### src/rtl/ip_hash_pkg.sv
// Shared types and helpers for the IPv4 source-address hash table.
// The XOR-fold accepts addresses up to FOLD_MAX_W bits wide.
package ip_hash_pkg;

  typedef enum logic {
    IDLE  = 1'b0,
    PROBE = 1'b1
  } state_t;

  typedef enum logic {
    OP_INSERT = 1'b0,
    OP_LOOKUP = 1'b1
  } op_t;

  localparam int FOLD_MAX_W = 128;

  function automatic int idx_width(input int depth);
    return $clog2(depth);
  endfunction

  // Bits above the real address width are zero, so they drop out of the fold.
  function automatic logic [31:0] xor_fold(input logic [FOLD_MAX_W-1:0] addr,
                                           input int idx_w);
    logic [FOLD_MAX_W-1:0] rest;
    logic [31:0]           mask;
    logic [31:0]           res;
    rest = addr;
    res  = '0;
    mask = (32'd1 << idx_w) - 32'd1;
    for (int c = 0; c < FOLD_MAX_W; c += idx_w) begin
      res  = res ^ (rest[31:0] & mask);
      rest = rest >> idx_w;
    end
    return res;
  endfunction

endpackage

### src/rtl/ip_hash_fn.sv
// Combinational XOR-fold of an address into a table index.
module ip_hash_fn
  import ip_hash_pkg::*;
#(
  parameter int IP_ADDR_W = 32,
  parameter int IDX_W     = 6
) (
  input  logic [IP_ADDR_W-1:0] ip_addr,
  output logic [IDX_W-1:0]     hash
);

  assign hash = IDX_W'(xor_fold(FOLD_MAX_W'(ip_addr), IDX_W));

endmodule

### src/rtl/ip_hash_table.sv
// Open-addressed IPv4 address table with linear probing, one slot examined per clock.
// Supports insert, lookup and flush; results are registered and qualified by found_ip_valid.
module ip_hash_table
  import ip_hash_pkg::*;
#(
  parameter int IP_ADDR_W   = 32,
  parameter int TABLE_DEPTH = 64,
  parameter int MAX_PROBE   = 4
) (
  input  logic                         clk,
  input  logic                         rst_n,
  input  logic                         insert_val,
  input  logic                         look_up_val,
  input  logic [IP_ADDR_W-1:0]         ip_addr,
  input  logic                         flush,
  output logic                         ready,
  output logic                         found_ip,
  output logic                         found_ip_valid,
  output logic                         insert_ok,
  output logic                         insert_fail,
  output logic [$clog2(TABLE_DEPTH):0] entry_count
);

  localparam int IDX_W = idx_width(TABLE_DEPTH);
  localparam int CNT_W = IDX_W + 1;
  localparam int P_W   = (MAX_PROBE > 1) ? $clog2(MAX_PROBE) : 1;

  state_t                 state;
  state_t                 state_nxt;
  op_t                    op;
  logic [P_W-1:0]         probe_idx;
  logic [IP_ADDR_W-1:0]   ip_reg;
  logic [IDX_W-1:0]       hash;
  logic [IDX_W-1:0]       slot;
  logic [TABLE_DEPTH-1:0] valid_bits;
  logic [IP_ADDR_W-1:0]   tags [TABLE_DEPTH];

  logic accept;
  logic flush_en;
  logic slot_valid;
  logic slot_hit;
  logic last_probe;
  logic done;
  logic write_en;
  logic nxt_found;
  logic nxt_valid;
  logic nxt_ok;
  logic nxt_fail;

  ip_hash_fn #(
    .IP_ADDR_W(IP_ADDR_W),
    .IDX_W    (IDX_W)
  ) u_hash (
    .ip_addr(ip_reg),
    .hash   (hash)
  );

  assign ready    = (state == IDLE);
  assign flush_en = ready && flush;
  assign accept   = ready && !flush && (insert_val || look_up_val);
  assign slot     = hash + IDX_W'(probe_idx);

  always_ff @(posedge clk or negedge rst_n) begin
    if (!rst_n) begin
      state <= IDLE;
    end else begin
      state <= state_nxt;
    end
  end

  always_comb begin
    state_nxt = state;
    case (state)
      IDLE:    if (accept) state_nxt = PROBE;
      PROBE:   if (done) state_nxt = IDLE;
      default: state_nxt = IDLE;
    endcase
  end

  // Slot evaluation: a hit wins over everything, an empty slot ends the chain,
  // and only a full window of occupied mismatching slots ends in failure.
  always_comb begin
    slot_valid = valid_bits[slot];
    slot_hit   = slot_valid && (tags[slot] == ip_reg);
    last_probe = (probe_idx == P_W'(MAX_PROBE - 1));
    done       = 1'b0;
    write_en   = 1'b0;
    nxt_found  = 1'b0;
    nxt_valid  = 1'b0;
    nxt_ok     = 1'b0;
    nxt_fail   = 1'b0;
    if (state == PROBE) begin
      if (slot_hit) begin
        done      = 1'b1;
        nxt_valid = 1'b1;
        nxt_found = 1'b1;
      end else if (!slot_valid) begin
        done      = 1'b1;
        nxt_valid = 1'b1;
        if (op == OP_INSERT) begin
          write_en = 1'b1;
          nxt_ok   = 1'b1;
        end
      end else if (last_probe) begin
        done      = 1'b1;
        nxt_valid = 1'b1;
        nxt_fail  = (op == OP_INSERT);
      end
    end
  end

  always_ff @(posedge clk or negedge rst_n) begin
    if (!rst_n) begin
      found_ip       <= 1'b0;
      found_ip_valid <= 1'b0;
      insert_ok      <= 1'b0;
      insert_fail    <= 1'b0;
    end else begin
      found_ip       <= nxt_found;
      found_ip_valid <= nxt_valid;
      insert_ok      <= nxt_ok;
      insert_fail    <= nxt_fail;
    end
  end

  always_ff @(posedge clk or negedge rst_n) begin
    if (!rst_n) begin
      op        <= OP_INSERT;
      probe_idx <= '0;
      ip_reg    <= '0;
    end else if (accept) begin
      op        <= insert_val ? OP_INSERT : OP_LOOKUP;
      probe_idx <= '0;
      ip_reg    <= ip_addr;
    end else if (state == PROBE && !done) begin
      probe_idx <= probe_idx + P_W'(1);
    end
  end

  // Occupancy and count; a write only ever lands on an empty slot,
  // so the count cannot pass TABLE_DEPTH.
  always_ff @(posedge clk or negedge rst_n) begin
    if (!rst_n) begin
      valid_bits  <= '0;
      entry_count <= '0;
    end else if (flush_en) begin
      valid_bits  <= '0;
      entry_count <= '0;
    end else if (write_en) begin
      valid_bits[slot] <= 1'b1;
      entry_count      <= entry_count + CNT_W'(1);
    end
  end

  always_ff @(posedge clk) begin
    if (write_en) begin
      tags[slot] <= ip_reg;
    end
  end

endmodule

### config.mk
export PLATFORM = sky130hd
export DESIGN_NAME = ip_hash_table
export DESIGN_NICKNAME = d
export VERILOG_FILES = /design/src/rtl/ip_hash_pkg.sv /design/src/rtl/ip_hash_fn.sv /design/src/rtl/ip_hash_table.sv
export SDC_FILE = /design/constraint.sdc
export NUM_CORES = 2
export LEC_CHECK = 0
export CORE_AREA = 2 2 366 368
export CTS_BUF_LIST = sky130_fd_sc_hd__clkbuf_8
export CTS_CLUSTER_SIZE = 40
export DETAILED_ROUTE_END_ITERATION = 6
export DIE_AREA = 0 0 368 370
export HOLD_SLACK_MARGIN = 0.12
export PLACE_DENSITY_LB_ADDON = 0.2
export SYNTH_ARGS = -nofsm -noshare
export SYNTH_HDL_FRONTEND = slang
export SYNTH_SLANG_ARGS = --single-unit
### constraint.sdc
create_clock -name clk -period 8.06 [get_ports clk]
set_input_delay 1.612 -clock clk [delete_from_list [all_inputs] [get_ports clk]]
set_output_delay 1.612 -clock clk [all_outputs]
set_load 0.005 [all_outputs]
# Word level (Yosys, flattened, before mapping)
# Memory sizes are Yosys's and may differ from the RTL's.
# Index checks and enable logic that the tools add are counted.
[classes]
add_sub_neg = 3
order_cmp = 2
n_eq_ne = 2
muxes = 30
bitwise_logic = 8
n_reduce_logical = 11
[op_table]
columns = ["operator", "count"]
rows = [
  ["2-to-1 mux 64 bit", 2],
  ["bitwise OR 64 bit", 1],
  ["equality test 32 bit", 1],
  ["bitwise XOR 6 bit", 4],
  ["2-to-1 mux 1 bit", 21],
  ["2-to-1 mux 7 bit", 2],
  ["adder 7 x 1 -> 7 bit (second input constant)", 1],
  ["< comparator 6 x 7 -> 1 bit (second input constant)", 1],
  ["adder 6 x 2 -> 6 bit", 1],
  ["binary-select mux 1 bit (select 6 bit)", 1],
  ["demux 1 bit (select 6 bit)", 1],
  ["greater-or-equal comparator 6 x 1 -> 1 bit (second input constant)", 1],
  ["logical AND 1 bit", 6],
  ["bitwise XOR 6 x 2 -> 6 bit", 1],
  ["2-to-1 mux 2 bit", 2],
  ["nonzero test 2 bit", 2],
  ["adder 2 x 1 -> 2 bit (second input constant)", 1],
  ["equality test 2 bit (second input constant)", 1],
  ["zero test 1 bit", 2],
  ["inverter 1 bit", 2],
  ["one-hot mux 1 bit (2 select lines)", 1],
  ["logical OR 1 bit", 1],
]
[totals]
register_bits = 111
mem_bits_rw = 2048
input_bits = 37
out_inout_bits = 12
word_cells = 67
n_memories = 1
[mem_list]
columns = ["memory", "words", "width", "rd", "rd_clocked_by_memory_dff", "write_ports", "line_no", "rtl"]
rows = [
  ["tags", 64, 32, 1, 0, 1, "ip_hash_table.sv:36", "logic [IP_ADDR_W-1:0] tags [TABLE_DEPTH];"],
]

# Longest topological paths before layout
[depth]
word_depth = 15
depth_mapped = 23

# Modules after synthesis
# Synthesis repeated with hierarchy kept, for this count alone.
[unflattened]
cells_unflattened = 4916
hier_area_um2 = 85335.6
[modules_own_cells]
columns = ["mod", "n_inst", "cells_each", "area_each_um2", "seq_area_each_um2"]
rows = [
  ["ip_hash_table", 1, 4896, 85062.8, 64276.6],
  ["ip_hash_fn", 1, 20, 272.8, 0.0],
]

# Worst setup path before layout
# OpenSTA, ideal clock, no wires.
[synth_path]
kind = "register -> register"
startpoint = "reg ip_reg[24]"
endpoint = "mem tags[18][0] (enable)"
arrival_time_ns = 6.055
slack_ns = 1.582
path_stages_with_launch = 19
period_less_slack_ns = 6.478
path_cell_list = "dfrtp_1 xnor2_1 xnor2_1 xnor2_1 ha_1 inv_1 fa_1 buf_2 clkbuf_1 clkbuf_1 o21ai_0 o2111ai_1 o211ai_1 o2111ai_1 or3_1 nor3b_2 and2_1 nand2_1 nor2_1"
[synth_via]
elab_chain_len = 10
word_cells_on_any_way = 13
classes_between = "add/sub (1); eq/ne (1); mux (7); bitwise (2); reduce/logical (1); memory (1)"
[synth_rtl]
columns = ["item", "line_no", "rtl"]
rows = [
  ["start, declared", "ip_hash_table.sv:32", "logic [IP_ADDR_W-1:0] ip_reg;"],
  ["start signal, assigned", "ip_hash_table.sv:134", "ip_reg <= ip_addr;"],
  ["bitwise XOR 6 bit", "ip_hash_pkg.sv:31", "res = res ^ (rest[31:0] & mask);"],
  ["bitwise XOR 6 x 2 -> 6 bit", "ip_hash_pkg.sv:31", ""],
  ["adder 6 x 2 -> 6 bit", "ip_hash_table.sv:61", "assign slot = hash + IDX_W'(probe_idx);"],
  ["memory read (64 x 32 bit) or binary-select mux 1 bit (select 6 bit) (tied branches)", "--", ""],
  ["equality test 32 bit or 2-to-1 mux 1 bit (tied branches)", "ip_hash_table.sv:84, ip_hash_table.sv:83", ""],
  ["logical AND 1 bit or 2-to-1 mux 1 bit (tied branches)", "--", ""],
  ["2-to-1 mux 1 bit (*) (2 in a row)", "--", ""],
  ["net nxt_ok", "ip_hash_table.sv:47", "logic nxt_ok;"],
  ["2-to-1 mux 1 bit (*)", "ip_hash_table.sv:156", "if (write_en) begin"],
  ["2-to-1 mux 1 bit (implied by the code) (*)", "ip_hash_table.sv:157", "tags[slot] <= ip_reg;"],
  ["end, declared", "ip_hash_table.sv:36", ""],
]
# The timed path passes the listed nets; every way through them passes the cells marked *. The select of a mux whose other input is x is not followed.

# Worst setup path in the final report
[layout_path]
startpoint = "reg ip_reg[12]"
endpoint = "reg probe_idx[1]"
[layout_via]
elab_chain_len = 13
word_cells_on_any_way = 16
classes_between = "add/sub (1); eq/ne (1); mux (5); bitwise (4); reduce/logical (4); memory (1)"
[layout_rtl]
columns = ["item", "line_no", "rtl"]
rows = [
  ["bitwise XOR 6 bit (3 in a row)", "ip_hash_pkg.sv:31", ""],
  ["bitwise XOR 6 x 2 -> 6 bit", "ip_hash_pkg.sv:31", ""],
  ["adder 6 x 2 -> 6 bit", "ip_hash_table.sv:61", ""],
  ["memory read (64 x 32 bit) or binary-select mux 1 bit (select 6 bit) (tied branches)", "--", ""],
  ["equality test 32 bit or 2-to-1 mux 1 bit (tied branches)", "ip_hash_table.sv:84, ip_hash_table.sv:83", ""],
  ["logical AND 1 bit or 2-to-1 mux 1 bit (tied branches)", "ip_hash_table.sv:84, ip_hash_table.sv:97", ""],
  ["2-to-1 mux 1 bit (*)", "ip_hash_table.sv:93", "if (slot_hit) begin"],
  ["2-to-1 mux 1 bit (*)", "ip_hash_table.sv:92", "if (state == PROBE) begin"],
  ["zero test 1 bit (*)", "ip_hash_table.sv:135", "end else if (state == PROBE && !done) begin"],
  ["logical AND 1 bit (*)", "ip_hash_table.sv:135", ""],
  ["nonzero test 2 bit (no source line) (*)", "--", ""],
  ["end signal, assigned", "ip_hash_table.sv:136", "probe_idx <= probe_idx + P_W'(1);"],
  ["end, declared", "ip_hash_table.sv:31", "logic [P_W-1:0] probe_idx;"],
]
# Every way passes the cells marked *; elsewhere a longest branch is shown, timed or not. The select of a mux whose other input is x is not followed.
# A chain may end at the register's enable or synchronous reset.

==> flow_metrics.py <==
metrics = {
    "critical_path": {
        "crit_type": "flop to flop",
        "ff2ff_path_depth": 19,
        "cp_top_family": "compound AO/OA/AOI/OAI gates",
        "r2r_start": "ip_reg[12]",
        "worstPathCellList": "xnor2_1, xnor2_1, xnor2_1, ha_4, inv_1, fa_4, buf_12, buf_4, mux4_2, nand3_1, nand3_1, a21oi_1, a2111oi_0, xnor2_1, nand4_1, nor4_1, nand4_1, and3_1, a31o_1",
        "slowest_delay_ns": 1.27,
        "cpMostUsedCell": "xnor2_1",
        "worstSetupEndpointType": "flop",
        "cp_slowest_cell": "fa_4",
        "cp-start-kind": "flop",
        "crit_fanout": 54,
        "rrSetupSlack_ns": 0.58,
        "worstPathRequired_ns": 8.96,
        "worst-path-buf-inv": 3,
        "critPathArrivalTime_ns": 8.38,
        "r2r-end": "probe_idx[1]",
    },
    "synth": {
        "synth_edf_count": 2048,
        "synth-seq-area-share_pct": 75.35,
        "synth_warnings": 0,
        "synth_cells": 4532,
        "ys.flop_type": "edfxtp_1",
        "synth-seq-cells": 2159,
        "syn_area_um2": 85310,
        "async_flop_share_pct": 5.141,
        "yosys.cell_types.count": 82,
        "synth_nets": 4574,
        "syn_area_per_cell_um2": 18.82,
    },
    "routing": {
        "drcViolationCount": 2,
        "via_per_inst": 7.025,
        "vias": 48350,
        "final_antenna_net_count": 0,
        "first_pass_iters": 7,
        "dr.first_iter.drc_count": 7972,
        "drt-total-wl_um": 237200,
        "wl_per_cell_um": 34.46,
    },
    "clocking": {
        "cts_tree": "built",
        "htreeDepth": 5,
        "hold_buffers": 0,
        "cts_resized": 0,
        "post_cts.repair.setup_buffers": 0,
        "clk_latency_ns": 1.07,
        "root_buffer": "clkbuf_8",
        "numCtsBuffers": 346,
        "cts.sinks": 2159,
        "cts.reportedPaths.clkPinSlew_ns": 0.06,
        "max-clock-path-buffers": 4,
    },
    "layout": {
        "finish.net_count": 4915,
        "drive_gt1_share_pct": 24.14,
        "largest_reg_flops": 2048,
        "area_growth_pct": 12.28,
    },
    "timing": {
        "slew_headroom_pct": -1.021,
        "finalHoldViolCount": 0,
        "min_period_ns": 7.479,
        "setup_tns_ns": 0,
        "rsz0062_at_grt": "false",
        "post-route-period-util_pct": 92.79,
        "tightest_slew_ns": 1.477,
        "clock.fmax_mhz": 133.7,
        "holdWs_ns": 0.4887,
        "slew_viol_final": 1,
        "finClkSkew_ns": 0.08100,
        "setup_viol": 0,
    },
    "outcome": {
        "outcome": "finished, violations left",
        "violations": "design-rule violations, max-capacitance violations, max-slew violations",
    },
    "grt": {
        "overflow": 0,
        "grt_pass1_wl_um": 336700,
        "globalRouteTotalUtil_pct": 35.28,
        "antenna_found_initial": 5,
        "grt_pass1_vias": 47270,
        "grt_max_degree": 92,
    },
    "floorplan": {
        "core_um2": 132500,
        "rows": 134,
        "initial_core_util_pct": 64.41,
        "die_w_um": 368,
        "num_io_pins": 49,
        "die_h_um": 370,
        "die_area_um2": 136200,
    },
    "hold_path": {
        "hold_class": "flop to flop",
        "worstHoldPathCells": 1,
        "min_to": "valid_bits[57]",
        "hold_path.startpoint": "valid_bits[57]",
    },
    "place": {
        "gp_congestion": 0.9569,
        "port_buffers": 48,
        "hpwl_um": 129700,
    },
    "flow_run": {
        "cap_viol_max_count": 1,
    },
}
[Yosys cell counts, drive strengths merged (48+ instances only)]
cell type / number / area [µm²]
mux2i: 77 / 774.5
nand2: 513 / 1936
nand3: 238 / 1191
buf: 166 / 854.6
o21a: 68 / 510.5
nor3: 48 / 240.2
clkbuf: 108 / 405.4
a21oi: 97 / 485.5
o21ai: 82 / 421.7
nor2: 99 / 381.6
dfrtp: 111 / 2778
mux4: 466 / 10500
edfxtp: 2048 / 61500
[layout by cell type (no fill, tap or decap), types with 37 or more instances in the layout]
master and instances:
clkdlybuf4s50_1 47, dfrtp_1 79, edfxtp_1 2048, o21ai_0 78, clkinv_1 73, xnor2_1 38
nand2_1 510, nor3_1 47, inv_1 122, nand3_1 237, clkbuf_8 362, nor2_4 66
o21a_1 68, a21oi_1 96, buf_12 58, mux2i_1 74, and3_1 42, o22ai_1 37
mux4_2 466, buf_4 162
[through the flow]
| stage | instances | setup WS, ns | area [µm²] | util (%) |
|---|---|---|---|---|
| after floorplan | 4532 | 1.582 | 85310 | - |
| after global placement | 6293 | 1.016 | 89770 | 67.77 |
| after detailed placement | 6293 | 0.8777 | 89770 | 67.77 |
| after CTS | 6879 | 0.8391 | 95780 | 72.31 |
| after global routing | 6880 | 0.5275 | 95780 | 72.31 |
| final | 6882 | 0.5809 | 95780 | 72.32 |
[cell type report]
type                            instances  area (µm²)
Sequential cell                      2159       64320
Inverter                                7       26.28
Fill cell                            7782       36670
Multi-Input combinational cell       2092       20370
Clock buffer                          362        4982
Clock inverter                        224        1025
Antenna cell                            3       7.507
Timing Repair Buffer                  267        2848
Tap cell                             1768        2212
[metal layers]
layer,track usage (%),wire (µm)
met5,0,68
met2,52.20,108200
met4,17.26,12360
met3,11.17,32000
met1,48.41,84550
[worst reg2reg max path, cell delays in order, from the launching register on]
cell       delay, ns
dfrtp_2         0.43
xnor2_1         0.56
xnor2_1         0.17
xnor2_1         0.25
ha_4            0.18
inv_1           0.05
fa_4            1.27
buf_12          0.27
buf_4           0.66
mux4_2          0.42
nand3_1         0.07
nand3_1         0.13
a21oi_1         0.16
a2111oi_0       1.25
xnor2_1         0.21
nand4_1         0.18
nor4_1          0.38
nand4_1         0.27
and3_1          0.26
a31o_1          0.17
[worst max-delay path by stage]
stage	from	endpoint	slack, ns	depth (start not counted)
4_1_cts	ip_reg[12]	probe_idx[1]	0.84	19
3_3_place_gp	ip_reg[12]	probe_idx[1]	1.02	19
6_report	ip_reg[12]	probe_idx[1]	0.58	19
3_5_place_dp	ip_reg[12]	probe_idx[1]	0.88	19
2_1_floorplan	ip_reg[24]	tags[18][0]	1.58	18
5_1_grt	ip_reg[12]	probe_idx[1]	0.53	19
[cell families after synthesis]
family | share of synthesized area [%]
muxes | 13.33
adders and majority gates | 0.08214
and+or+nand+nor | 5.317
DFF | 75.35
buffers and inverters | 1.508
AOI/OAI and AO/OA | 3.568
xor gates and xnor gates | 0.8492
Power is left out: the tool's default activity adds up to more than one toggle a clock period on the data nets, which glitch-free logic cannot reach.
